<file path="config.mk">
export PLATFORM = sky130hd
export DESIGN_NAME = approx_mac_accumulator
export DESIGN_NICKNAME = d
export VERILOG_FILES = /design/src/rtl/approx_mac_accumulator.sv
export SDC_FILE = /design/constraint.sdc
export NUM_CORES = 1
export LEC_CHECK = 0
export ABC_AREA = 1
export CAP_MARGIN = 10
export CORE_ASPECT_RATIO = 1.2
export CORE_MARGIN = 3
export CORE_UTILIZATION = 25
export CTS_BUF_LIST = sky130_fd_sc_hd__clkbuf_8
export DETAILED_ROUTE_END_ITERATION = 8
export SETUP_SLACK_MARGIN = 0.3
export SLEW_MARGIN = 20
export SYNTH_ARGS = -nofsm -noshare
export SYNTH_HDL_FRONTEND = slang
export SYNTH_SLANG_ARGS = --single-unit
</file>
<file path="constraint.sdc">
create_clock -name clk -period 5 [get_ports clk]
set_input_delay 1.5 -clock clk [delete_from_list [all_inputs] [get_ports clk]]
set_output_delay 1.5 -clock clk [all_outputs]
set_load 0.005 [all_outputs]
</file>
<file path="src/rtl/approx_mac_accumulator.sv">
`default_nettype none
// ============================================================================
// Module   : approx_mac_accumulator
// Purpose  : Accumulates approximate-multiplier products into a saturating
//            dot-product sum. The finished sum leaves over valid/ready.
// Revision : 1.0 - initial release
// ============================================================================
module approx_mac_accumulator #(
    parameter int BITWIDTH = 16,
    parameter int ACCWIDTH = 32,
    parameter int CNTWIDTH = 16,
    parameter int SIGNED   = 1
) (
    input  logic                clk,
    input  logic                rst_n,
    input  logic                in_valid,
    output logic                in_ready,
    input  logic [BITWIDTH-1:0] in_prod,
    input  logic                in_first,
    input  logic                in_last,
    input  logic [ACCWIDTH-1:0] bias,
    output logic                out_valid,
    input  logic                out_ready,
    output logic [ACCWIDTH-1:0] out_acc,
    output logic                out_sat,
    output logic [CNTWIDTH-1:0] out_count
);

    localparam logic [0:0]          c_ST_ACCUM = 1'b0;
    localparam logic [0:0]          c_ST_HOLD  = 1'b1;
    localparam logic [CNTWIDTH-1:0] c_CNT_ONE  = {{(CNTWIDTH-1){1'b0}}, 1'b1};

    logic [0:0]          r_state;
    logic [0:0]          w_state_next;
    logic [ACCWIDTH-1:0] r_acc;
    logic                r_fresh;
    logic                r_sat;
    logic [CNTWIDTH-1:0] r_cnt;
    logic [ACCWIDTH-1:0] r_out_acc;
    logic                r_out_sat;
    logic [CNTWIDTH-1:0] r_out_count;

    logic                w_accept;
    logic                w_restart;
    logic                w_ovf;
    logic                w_sat_next;
    logic [CNTWIDTH-1:0] w_cnt_next;
    logic [ACCWIDTH-1:0] w_ext;
    logic [ACCWIDTH-1:0] w_base;
    logic [ACCWIDTH-1:0] w_sum;
    logic [ACCWIDTH:0]   w_sum_wide;

    assign in_ready  = (r_state == c_ST_ACCUM) || out_ready;
    assign out_valid = (r_state == c_ST_HOLD);
    assign out_acc   = r_out_acc;
    assign out_sat   = r_out_sat;
    assign out_count = r_out_count;

    assign w_accept  = in_valid && in_ready;
    assign w_restart = in_first || r_fresh;
    // A fresh vector without in_first starts from zero, never from the bias
    assign w_base    = in_first ? bias : (r_fresh ? '0 : r_acc);

    generate
        if (SIGNED != 0) begin : g_signed
            assign w_ext      = {{(ACCWIDTH-BITWIDTH){in_prod[BITWIDTH-1]}}, in_prod};
            assign w_sum_wide = {w_base[ACCWIDTH-1], w_base} + {w_ext[ACCWIDTH-1], w_ext};
            // Top two bits disagree exactly when the signed sum left the range
            assign w_ovf      = w_sum_wide[ACCWIDTH] ^ w_sum_wide[ACCWIDTH-1];
            assign w_sum      = !w_ovf ? w_sum_wide[ACCWIDTH-1:0] :
                                w_sum_wide[ACCWIDTH] ? {1'b1, {(ACCWIDTH-1){1'b0}}} :
                                                       {1'b0, {(ACCWIDTH-1){1'b1}}};
        end else begin : g_unsigned
            assign w_ext      = {{(ACCWIDTH-BITWIDTH){1'b0}}, in_prod};
            assign w_sum_wide = {1'b0, w_base} + {1'b0, w_ext};
            assign w_ovf      = w_sum_wide[ACCWIDTH];
            assign w_sum      = w_ovf ? '1 : w_sum_wide[ACCWIDTH-1:0];
        end
    endgenerate

    assign w_sat_next = w_restart ? w_ovf : (r_sat || w_ovf);
    assign w_cnt_next = w_restart ? c_CNT_ONE : ((&r_cnt) ? r_cnt : r_cnt + c_CNT_ONE);

    always_comb begin
        w_state_next = r_state;
        case (r_state)
            c_ST_ACCUM: begin
                if (w_accept && in_last) w_state_next = c_ST_HOLD;
            end
            c_ST_HOLD: begin
                if (out_ready) w_state_next = (w_accept && in_last) ? c_ST_HOLD : c_ST_ACCUM;
            end
            default: w_state_next = c_ST_ACCUM;
        endcase
    end

    always_ff @(posedge clk) begin
        if (!rst_n) begin
            r_state     <= c_ST_ACCUM;
            r_acc       <= '0;
            r_fresh     <= 1'b1;
            r_sat       <= 1'b0;
            r_cnt       <= '0;
            r_out_acc   <= '0;
            r_out_sat   <= 1'b0;
            r_out_count <= '0;
        end else begin
            r_state <= w_state_next;
            if (w_accept) begin
                r_acc   <= w_sum;
                r_sat   <= w_sat_next;
                r_cnt   <= w_cnt_next;
                r_fresh <= in_last;
                if (in_last) begin
                    r_out_acc   <= w_sum;
                    r_out_sat   <= w_sat_next;
                    r_out_count <= w_cnt_next;
                end
            end
        end
    end

endmodule
`default_nettype wire

</file>
==> impl_metrics.xml, run 1 <==
<?xml version="1.0" encoding="UTF-8"?>
<metrics>
  <group name="clocking">
    <metric name="post_cts.repair.setup_buffers" unit="">0</metric>
    <metric name="clockBufferDepth" unit="">2</metric>
    <metric name="cts_buffers" unit="">9</metric>
    <metric name="cts.clk_slew.worst_paths" unit="ps">110</metric>
    <metric name="cts_hold_buffers" unit="">0</metric>
    <metric name="cts.sinks" unit="">100</metric>
    <metric name="cts_htree_levels" unit="">3</metric>
    <metric name="post_cts_resize_count" unit="">0</metric>
    <metric name="clkLatencyLatePin" unit="ps">400</metric>
    <metric name="clock_root_buffer_master" unit="">sky130_fd_sc_hd__clkbuf_8</metric>
    <metric name="cts_tree" unit="">built</metric>
  </group>
  <group name="grt">
    <metric name="vias_in_the_first_global_route" unit="">6782</metric>
    <metric name="grtUsageTotal" unit="%">14.3</metric>
    <metric name="grt_start_max_net_pins" unit="">80</metric>
    <metric name="globalRouteOverflowTotal" unit="">0</metric>
    <metric name="initial_antenna_violation_count" unit="">0</metric>
    <metric name="grt_pass1_wl" unit="um">35500</metric>
  </group>
  <group name="logic_synthesis">
    <metric name="postSynthCellCount" unit="">1101</metric>
    <metric name="cell_area_synth" unit="um2">7050</metric>
    <metric name="ys_top_cells_by_area" unit="">sky130_fd_sc_hd__dfxtp_1 (28%), sky130_fd_sc_hd__nand2_1 (15%), sky130_fd_sc_hd__inv_1 (9.6%), sky130_fd_sc_hd__a21oi_1 (6.8%), sky130_fd_sc_hd__o21ai_0 (6.0%)</metric>
    <metric name="syn-num-nets" unit="">1189</metric>
    <metric name="yosys.cell_types.count" unit="">40</metric>
    <metric name="synth.ff_latch_count" unit="">100</metric>
    <metric name="post-synth-top-area-cell" unit="">sky130_fd_sc_hd__dfxtp_1</metric>
    <metric name="synth_enable_flop_cells" unit="">0</metric>
    <metric name="yosysSeqAreaShare" unit="%">28.4</metric>
    <metric name="synth_area_per_cell" unit="um2">6.40</metric>
    <metric name="yosys_most_used_dff" unit="">sky130_fd_sc_hd__dfxtp_1</metric>
    <metric name="synth_top_area_share" unit="%">28.4</metric>
    <metric name="async_flop_share" unit="%">0</metric>
    <metric name="synthesis.yosys.warnings" unit="">0</metric>
  </group>
  <group name="floorplanning">
    <metric name="die_width" unit="um">159</metric>
    <metric name="design.die.area" unit="um2">30300</metric>
    <metric name="initial_core_util" unit="%">25.7</metric>
    <metric name="core_box_area" unit="um2">27400</metric>
    <metric name="i_o_pin_count" unit="">105</metric>
    <metric name="die-height" unit="um">190</metric>
    <metric name="rows" unit="">66</metric>
  </group>
  <group name="power">
    <metric name="vdd_ir_max" unit="uV">151</metric>
    <metric name="p_per_area" unit="nW/um2">265</metric>
    <metric name="static-leakage-power" unit="nW">4.22</metric>
  </group>
  <group name="worst_hold_path">
    <metric name="worstHoldEndpoint" unit="">out_acc[26]</metric>
    <metric name="worst_hold_path_type" unit="">flip-flop to flip-flop</metric>
    <metric name="hold_start" unit="">out_acc[26]</metric>
    <metric name="whs_path_depth" unit="">2</metric>
  </group>
  <group name="job">
    <metric name="cap_violations" unit="">0</metric>
  </group>
  <group name="drt">
    <metric name="met3_length" unit="um">961</metric>
    <metric name="route.detailed.vias_per_inst" unit="">4.46</metric>
    <metric name="detail_route.wirelength" unit="um">21500</metric>
    <metric name="via_count" unit="">6974</metric>
    <metric name="detail_route.iter0.violations" unit="">335</metric>
    <metric name="dr.max_layer_used" unit="">met4</metric>
    <metric name="wl_met1" unit="um">10100</metric>
    <metric name="dr_wl_cell" unit="um">13.8</metric>
    <metric name="drt_first_pass_iters" unit="">5</metric>
    <metric name="route.antenna.remaining_nets" unit="">0</metric>
    <metric name="post-route-drc-count" unit="">0</metric>
    <metric name="met2RoutedLength" unit="um">10100</metric>
  </group>
  <group name="timing">
    <metric name="slew_viols_final" unit="">0</metric>
    <metric name="worst_margin_slew" unit="ps">904</metric>
    <metric name="fmaxAchievable" unit="MHz">229</metric>
    <metric name="fin_tns_setup" unit="ps">0</metric>
    <metric name="report.final.setup_viol" unit="">0</metric>
    <metric name="period_needed" unit="ps">4370</metric>
    <metric name="grt_setup_unrepaired" unit="">no</metric>
    <metric name="worst_case_clock_skew" unit="ps">15.9</metric>
    <metric name="max_slew_margin" unit="%">39.7</metric>
    <metric name="hold_viol" unit="">0</metric>
    <metric name="post-route-period-util" unit="%">87.4</metric>
  </group>
  <group name="placement">
    <metric name="place_congestion" unit="">0.930</metric>
    <metric name="placement.io_buffers" unit="">104</metric>
    <metric name="number_of_placed_instances_taps_included" unit="">1546</metric>
    <metric name="detailedPlacementHpwl" unit="um">16400</metric>
  </group>
  <group name="final_layout">
    <metric name="antenna_cells" unit="">0</metric>
    <metric name="layout.area.seq" unit="um2">2000</metric>
    <metric name="multi_input_area" unit="um2">4130</metric>
    <metric name="drive_gt1_share" unit="%">7.58</metric>
    <metric name="layout.filler_cells" unit="">3064</metric>
    <metric name="instances_no_fill" unit="">1562</metric>
    <metric name="fin_nets" unit="">1271</metric>
    <metric name="syn_to_final_growth" unit="%">23.3</metric>
  </group>
  <group name="worst_setup_path">
    <metric name="cp_max_fo" unit="">24</metric>
    <metric name="rr_startpoint" unit="">r_fresh</metric>
    <metric name="worst-endpoint-required" unit="ps">5350</metric>
    <metric name="rr_endpoint" unit="">r_acc[13]</metric>
    <metric name="setup.worst_path.start_class" unit="">input pin</metric>
    <metric name="cp.arrival" unit="ps">4720</metric>
    <metric name="timing.reg2reg.setup_slack" unit="ps">1940</metric>
    <metric name="end_kind" unit="">flip-flop</metric>
    <metric name="timing_worst_setup_path_type" unit="">input pin to flip-flop</metric>
    <metric name="reg2reg_depth" unit="">22</metric>
  </group>
  <group name="outcome">
    <metric name="outcome" unit="">complete, no violations</metric>
  </group>
</metrics>
-- cells in the final DEF (no fill, tap or decap), types with 2 or more instances in the layout --
cell                              count
sky130_fd_sc_hd__o21ai_1              8
sky130_fd_sc_hd__xnor2_1              7
sky130_fd_sc_hd__o21bai_1             9
sky130_fd_sc_hd__a22o_1               8
sky130_fd_sc_hd__nand3b_1             6
sky130_fd_sc_hd__nor3_1               7
sky130_fd_sc_hd__clkinv_8             2
sky130_fd_sc_hd__inv_2                3
sky130_fd_sc_hd__and2_1               2
sky130_fd_sc_hd__inv_1              180
sky130_fd_sc_hd__nor2_1              57
sky130_fd_sc_hd__o21ai_0             84
sky130_fd_sc_hd__or2_1                2
sky130_fd_sc_hd__inv_8                3
sky130_fd_sc_hd__nor4_1               2
sky130_fd_sc_hd__nand3_1             60
sky130_fd_sc_hd__o21a_1              23
sky130_fd_sc_hd__nand4_1              4
sky130_fd_sc_hd__xor2_1              16
sky130_fd_sc_hd__dfxtp_1            100
sky130_fd_sc_hd__ha_1                33
sky130_fd_sc_hd__nand3_2             13
sky130_fd_sc_hd__nand2_4              6
sky130_fd_sc_hd__buf_4                5
sky130_fd_sc_hd__buf_12               5
sky130_fd_sc_hd__nor2_2               2
sky130_fd_sc_hd__clkbuf_8             9
sky130_fd_sc_hd__nand2_1            283
sky130_fd_sc_hd__a21oi_2              8
sky130_fd_sc_hd__clkdlybuf4s50_1    103
sky130_fd_sc_hd__nand2_2             30
sky130_fd_sc_hd__a21oi_1             96
-- layer usage --
layer  track usage (%)  up-vias
met5                 0        -
met4              3.17        0
met3              2.53       17
met2              24.2      145
met1              18.9     3154
li1                  -     3658
-- flip-flops by register name (all words and copies together) (netlist names) --
register,cells
out_acc,32
r_acc,32
out_count,16
r_cnt,16
out_sat,1
out_valid,1
r_fresh,1
r_sat,1
-- critical path, cell delays in order --
cell,delay [ps]
sky130_fd_sc_hd__clkdlybuf4s50_1,530
sky130_fd_sc_hd__nor2_1,80
sky130_fd_sc_hd__inv_1,150
sky130_fd_sc_hd__buf_12,190
sky130_fd_sc_hd__o21ai_0,90
sky130_fd_sc_hd__ha_1,220
sky130_fd_sc_hd__fa_1,410
sky130_fd_sc_hd__nand2_1,80
sky130_fd_sc_hd__nand2_1,60
sky130_fd_sc_hd__nand3_1,90
sky130_fd_sc_hd__nand2_2,80
sky130_fd_sc_hd__nand2_1,80
sky130_fd_sc_hd__nand2_2,90
sky130_fd_sc_hd__nand2_2,90
sky130_fd_sc_hd__nand2_1,60
sky130_fd_sc_hd__nand2_2,90
sky130_fd_sc_hd__nand2_4,80
sky130_fd_sc_hd__nand2_4,180
sky130_fd_sc_hd__buf_12,230
sky130_fd_sc_hd__nand2_2,90
sky130_fd_sc_hd__nand3_1,80
sky130_fd_sc_hd__nand2_1,70
sky130_fd_sc_hd__inv_1,50
-- where the power goes --
| part | total, mW | switching (mW) | internal (mW) |
|---|---|---|---|
| registers | 0.905 | 0.0349 | 0.870 |
| clock network | 0.591 | 0.339 | 0.251 |
| logic | 0.807 | 0.485 | 0.322 |
| total | 2.30 | 0.859 | 1.44 |
-- worst max path at each step --
stage,startpoint,end,slack (ps),cells past startpoint
after CTS,in_first,r_acc[16],670,23
final,in_first,r_acc[13],630,23
after global placement,in_first,out_acc[20],300,23
after global routing,in_first,r_acc[13],370,23
after floorplan,in_first,r_sat,890,22
after detailed placement,in_first,r_acc[10],240,23
-- area by class of cell --
| cell class | instances | share of cell area [%] |
|---|---|---|
| Multi-Input combinational cell | 774 | 47.5 |
| Sequential cell | 100 | 23.0 |
| Timing Repair Buffer | 114 | 13.5 |
| Inverter | 184 | 7.95 |
| Tap cell | 374 | 5.38 |
| Clock buffer | 9 | 1.43 |
| Clock inverter | 7 | 1.21 |
-- Yosys cell counts, drive strengths merged (16+ instances only) --
| cell type | n |
|---|---|
| a21oi | 104 |
| buf | 16 |
| clkbuf | 27 |
| dfxtp | 100 |
| ha | 33 |
| inv | 183 |
| nand2 | 319 |
| nand3 | 73 |
| nor2 | 60 |
| o21a | 23 |
| o21ai | 92 |
| xor2 | 16 |
-- cell families after synthesis --
family,count (synthesis),share of synthesized area (%)
AO/OA/AOI/OAI,240,19.2
XOR/XNOR,23,2.86
adder cells (fa/ha/maj),34,6.14
buffers and inverters,227,13.0
flip-flops,100,28.4
AND/OR/NAND/NOR,477,30.4
-- through the flow --
stage	worst slack [ps]	power [mW]	hold slack [ps]	area, um2	utilization, %
2_1_floorplan	894	1.47	428	7050	-
3_3_place_gp	301	1.72	446	8460	30.9
3_5_place_dp	239	1.73	447	8460	30.9
4_1_cts	667	2.34	467	8690	31.7
5_1_grt	367	2.47	489	8690	31.7
6_report	630	2.30	468	8690	31.7
Note: power is estimated with default switching activity, not from simulation.
==> run 2: changes to the inputs <==
--- a/config.mk
+++ b/config.mk
@@ -12,6 +12,7 @@
 export CORE_UTILIZATION = 25
 export CTS_BUF_LIST = sky130_fd_sc_hd__clkbuf_8
 export DETAILED_ROUTE_END_ITERATION = 8
+export MAX_ROUTING_LAYER = met4
 export SETUP_SLACK_MARGIN = 0.3
 export SLEW_MARGIN = 20
 export SYNTH_ARGS = -nofsm -noshare
==> run 2 against run 1 <==
  * Utilization fell by 0.14 points
  * Count of clock-buffer cells in the layout rose by 1
  * Largest power group unchanged
  * Worst setup slack improved by 0.53 ps
  * Clock power fell by 11%
  * Global-route usage rose by 0.19 points
==> impl_metrics.xml, run 2 (synthesis results as in run 1) <==
<?xml version="1.0" encoding="UTF-8"?>
<metrics>
  <group name="floorplanning">
    <metric name="die-height" unit="um">190</metric>
    <metric name="core_box_area" unit="um2">27400</metric>
    <metric name="i_o_pin_count" unit="">105</metric>
    <metric name="die_width" unit="um">159</metric>
    <metric name="design.die.area" unit="um2">30300</metric>
    <metric name="rows" unit="">66</metric>
    <metric name="initial_core_util" unit="%">25.7</metric>
  </group>
  <group name="clocking">
    <metric name="cts.sinks" unit="">100</metric>
    <metric name="clockBufferDepth" unit="">2</metric>
    <metric name="cts_htree_levels" unit="">3</metric>
    <metric name="clock_root_buffer_master" unit="">sky130_fd_sc_hd__clkbuf_8</metric>
    <metric name="cts_hold_buffers" unit="">0</metric>
    <metric name="cts_buffers" unit="">9</metric>
    <metric name="cts_tree" unit="">built</metric>
    <metric name="clkLatencyLatePin" unit="ps">390</metric>
    <metric name="post_cts.repair.setup_buffers" unit="">0</metric>
    <metric name="cts.clk_slew.worst_paths" unit="ps">110</metric>
    <metric name="post_cts_resize_count" unit="">0</metric>
  </group>
  <group name="timing">
    <metric name="fmaxAchievable" unit="MHz">229</metric>
    <metric name="slew_viols_final" unit="">0</metric>
    <metric name="grt_setup_unrepaired" unit="">no</metric>
    <metric name="hold_viol" unit="">0</metric>
    <metric name="post_route_worst_hold_slack" unit="ps">462</metric>
    <metric name="report.final.setup_viol" unit="">0</metric>
    <metric name="worst_margin_slew" unit="ps">888</metric>
    <metric name="fin_tns_setup" unit="ps">0</metric>
    <metric name="period_needed" unit="ps">4370</metric>
    <metric name="worst_case_clock_skew" unit="ps">17.3</metric>
    <metric name="final_critical_path_setup_slack" unit="ps">630</metric>
    <metric name="max_slew_margin" unit="%">40.7</metric>
    <metric name="post-route-period-util" unit="%">87.4</metric>
  </group>
  <group name="grt">
    <metric name="initial_antenna_violation_count" unit="">0</metric>
    <metric name="grt_pass1_wl" unit="um">34800</metric>
    <metric name="grtUsageTotal" unit="%">14.4</metric>
    <metric name="grt_start_max_net_pins" unit="">80</metric>
    <metric name="globalRouteOverflowTotal" unit="">0</metric>
    <metric name="vias_in_the_first_global_route" unit="">6749</metric>
  </group>
  <group name="placement">
    <metric name="detailedPlacementHpwl" unit="um">16300</metric>
    <metric name="dp_slack" unit="ps">241</metric>
    <metric name="place_congestion" unit="">0.948</metric>
    <metric name="placement.io_buffers" unit="">104</metric>
  </group>
  <group name="worst_setup_path">
    <metric name="cp_max_fo" unit="">24</metric>
    <metric name="crit_chain" unit="">clkdlybuf4s50_1 -&gt; nor2_1 -&gt; inv_1 -&gt; buf_12 -&gt; o21ai_0 -&gt; ha_1 -&gt; fa_1 -&gt; nand2_1 -&gt; nand2_1 -&gt; nand3_1 -&gt; nand2_2 -&gt; nand2_1 -&gt; nand2_2 -&gt; nand2_2 -&gt; nand2_1 -&gt; nand2_2 -&gt; nand2_4 -&gt; nand2_4 -&gt; buf_12 -&gt; nand2_2 -&gt; nand3_1 -&gt; nand2_1 -&gt; inv_1</metric>
    <metric name="timing.critical_path.slowest_stage_cell" unit="">sky130_fd_sc_hd__clkdlybuf4s50_1</metric>
    <metric name="rr_endpoint" unit="">out_acc[13]</metric>
    <metric name="setup.worst_path.start_class" unit="">input pin</metric>
    <metric name="rr_startpoint" unit="">r_fresh</metric>
    <metric name="worst-endpoint-required" unit="ps">5340</metric>
    <metric name="critPathMaxStageDelay" unit="ps">540</metric>
    <metric name="timing.reg2reg.setup_slack" unit="ps">1950</metric>
    <metric name="reg2reg_depth" unit="">22</metric>
    <metric name="cp.arrival" unit="ps">4710</metric>
    <metric name="end_kind" unit="">flip-flop</metric>
    <metric name="timing_worst_setup_path_type" unit="">input pin to flip-flop</metric>
  </group>
  <group name="drt">
    <metric name="post-route-drc-count" unit="">0</metric>
    <metric name="route.antenna.remaining_nets" unit="">0</metric>
    <metric name="dr_wl_cell" unit="um">13.6</metric>
    <metric name="via_count" unit="">6946</metric>
    <metric name="dr.max_layer_used" unit="">met4</metric>
    <metric name="drt_first_pass_iters" unit="">5</metric>
    <metric name="wl_met1" unit="um">9990</metric>
    <metric name="detail_route.wirelength" unit="um">21200</metric>
    <metric name="met3_length" unit="um">897</metric>
    <metric name="detail_route.iter0.violations" unit="">352</metric>
    <metric name="met2RoutedLength" unit="um">10100</metric>
    <metric name="route.detailed.vias_per_inst" unit="">4.45</metric>
  </group>
  <group name="final_layout">
    <metric name="fin_nets" unit="">1271</metric>
    <metric name="drive_gt1_share" unit="%">7.58</metric>
    <metric name="antenna_cells" unit="">0</metric>
    <metric name="layout.filler_cells" unit="">3077</metric>
    <metric name="most-common-layout-cells" unit="">sky130_fd_sc_hd__nand2_1 (283), sky130_fd_sc_hd__inv_1 (180), sky130_fd_sc_hd__clkdlybuf4s50_1 (103)</metric>
    <metric name="layout.cells.most_common" unit="">sky130_fd_sc_hd__nand2_1</metric>
    <metric name="syn_to_final_growth" unit="%">22.8</metric>
  </group>
  <group name="job">
    <metric name="cap_violations" unit="">0</metric>
  </group>
  <group name="power">
    <metric name="vdd_ir_max" unit="uV">117</metric>
    <metric name="p_per_area" unit="nW/um2">258</metric>
    <metric name="static-leakage-power" unit="nW">4.21</metric>
  </group>
  <group name="worst_hold_path">
    <metric name="worstHoldEndpoint" unit="">r_fresh</metric>
    <metric name="whs_path_depth" unit="">2</metric>
    <metric name="hold_start" unit="">r_fresh</metric>
    <metric name="worst_hold_path_type" unit="">flip-flop to flip-flop</metric>
  </group>
  <group name="outcome">
    <metric name="outcome" unit="">complete, no violations</metric>
  </group>
</metrics>
[run 2: worst max path at each step]
stage	start	slack, ps	depth (start not counted)	endpoint
after CTS	in_first	660	23	r_acc[8]
after floorplan	in_first	890	22	r_sat
after global placement	in_first	300	21	out_acc[20]
after detailed placement	in_first	240	23	r_acc[12]
final	in_first	630	23	out_acc[13]
after global routing	in_first	410	21	r_acc[1]
[run 2: cell type report]
| class | instances | area [um2] | area share [%] |
|---|---|---|---|
| Multi-Input combinational cell | 774 | 4130 | 47.7 |
| Sequential cell | 100 | 2000 | 23.1 |
| Clock inverter | 6 | 53.8 | 0.622 |
| Clock buffer | 10 | 138 | 1.59 |
| Tap cell | 374 | 468 | 5.41 |
| Inverter | 184 | 691 | 7.98 |
| Timing Repair Buffer | 114 | 1170 | 13.6 |
[run 2: where the power goes]
part           internal, mW  switching (mW)
logic                 0.322           0.483
registers             0.870          0.0347
clock network         0.206           0.320
[run 2: through the flow]
| stage | utilization (%) | area [um2] | std cells | power [mW] |
|---|---|---|---|---|
| finish | 31.6 | 8650 | 1562 | 2.24 |
| global placement | 30.9 | 8460 | 1546 | 1.72 |
| floorplan | - | 7050 | 1101 | 1.47 |
| global route | 31.6 | 8650 | 1562 | 2.39 |
| detailed placement | 30.9 | 8460 | 1546 | 1.73 |
| CTS | 31.6 | 8650 | 1562 | 2.27 |
[run 2: worst max-delay path: cells and delay by family]
kind	cells	cell delay [ps]
AO/OA/AOI/OAI	1	90
buffers and inverters	5	1150
AND/OR/NAND/NOR	15	1300
adder cells (fa/ha/maj)	2	620
[run 2: routing by layer]
layer	GRT usage [%]	up-vias
li1	-	3656
met1	18.5	3111
met2	24.3	160
met3	2.22	19
met4	2.96	0
met5	-	-
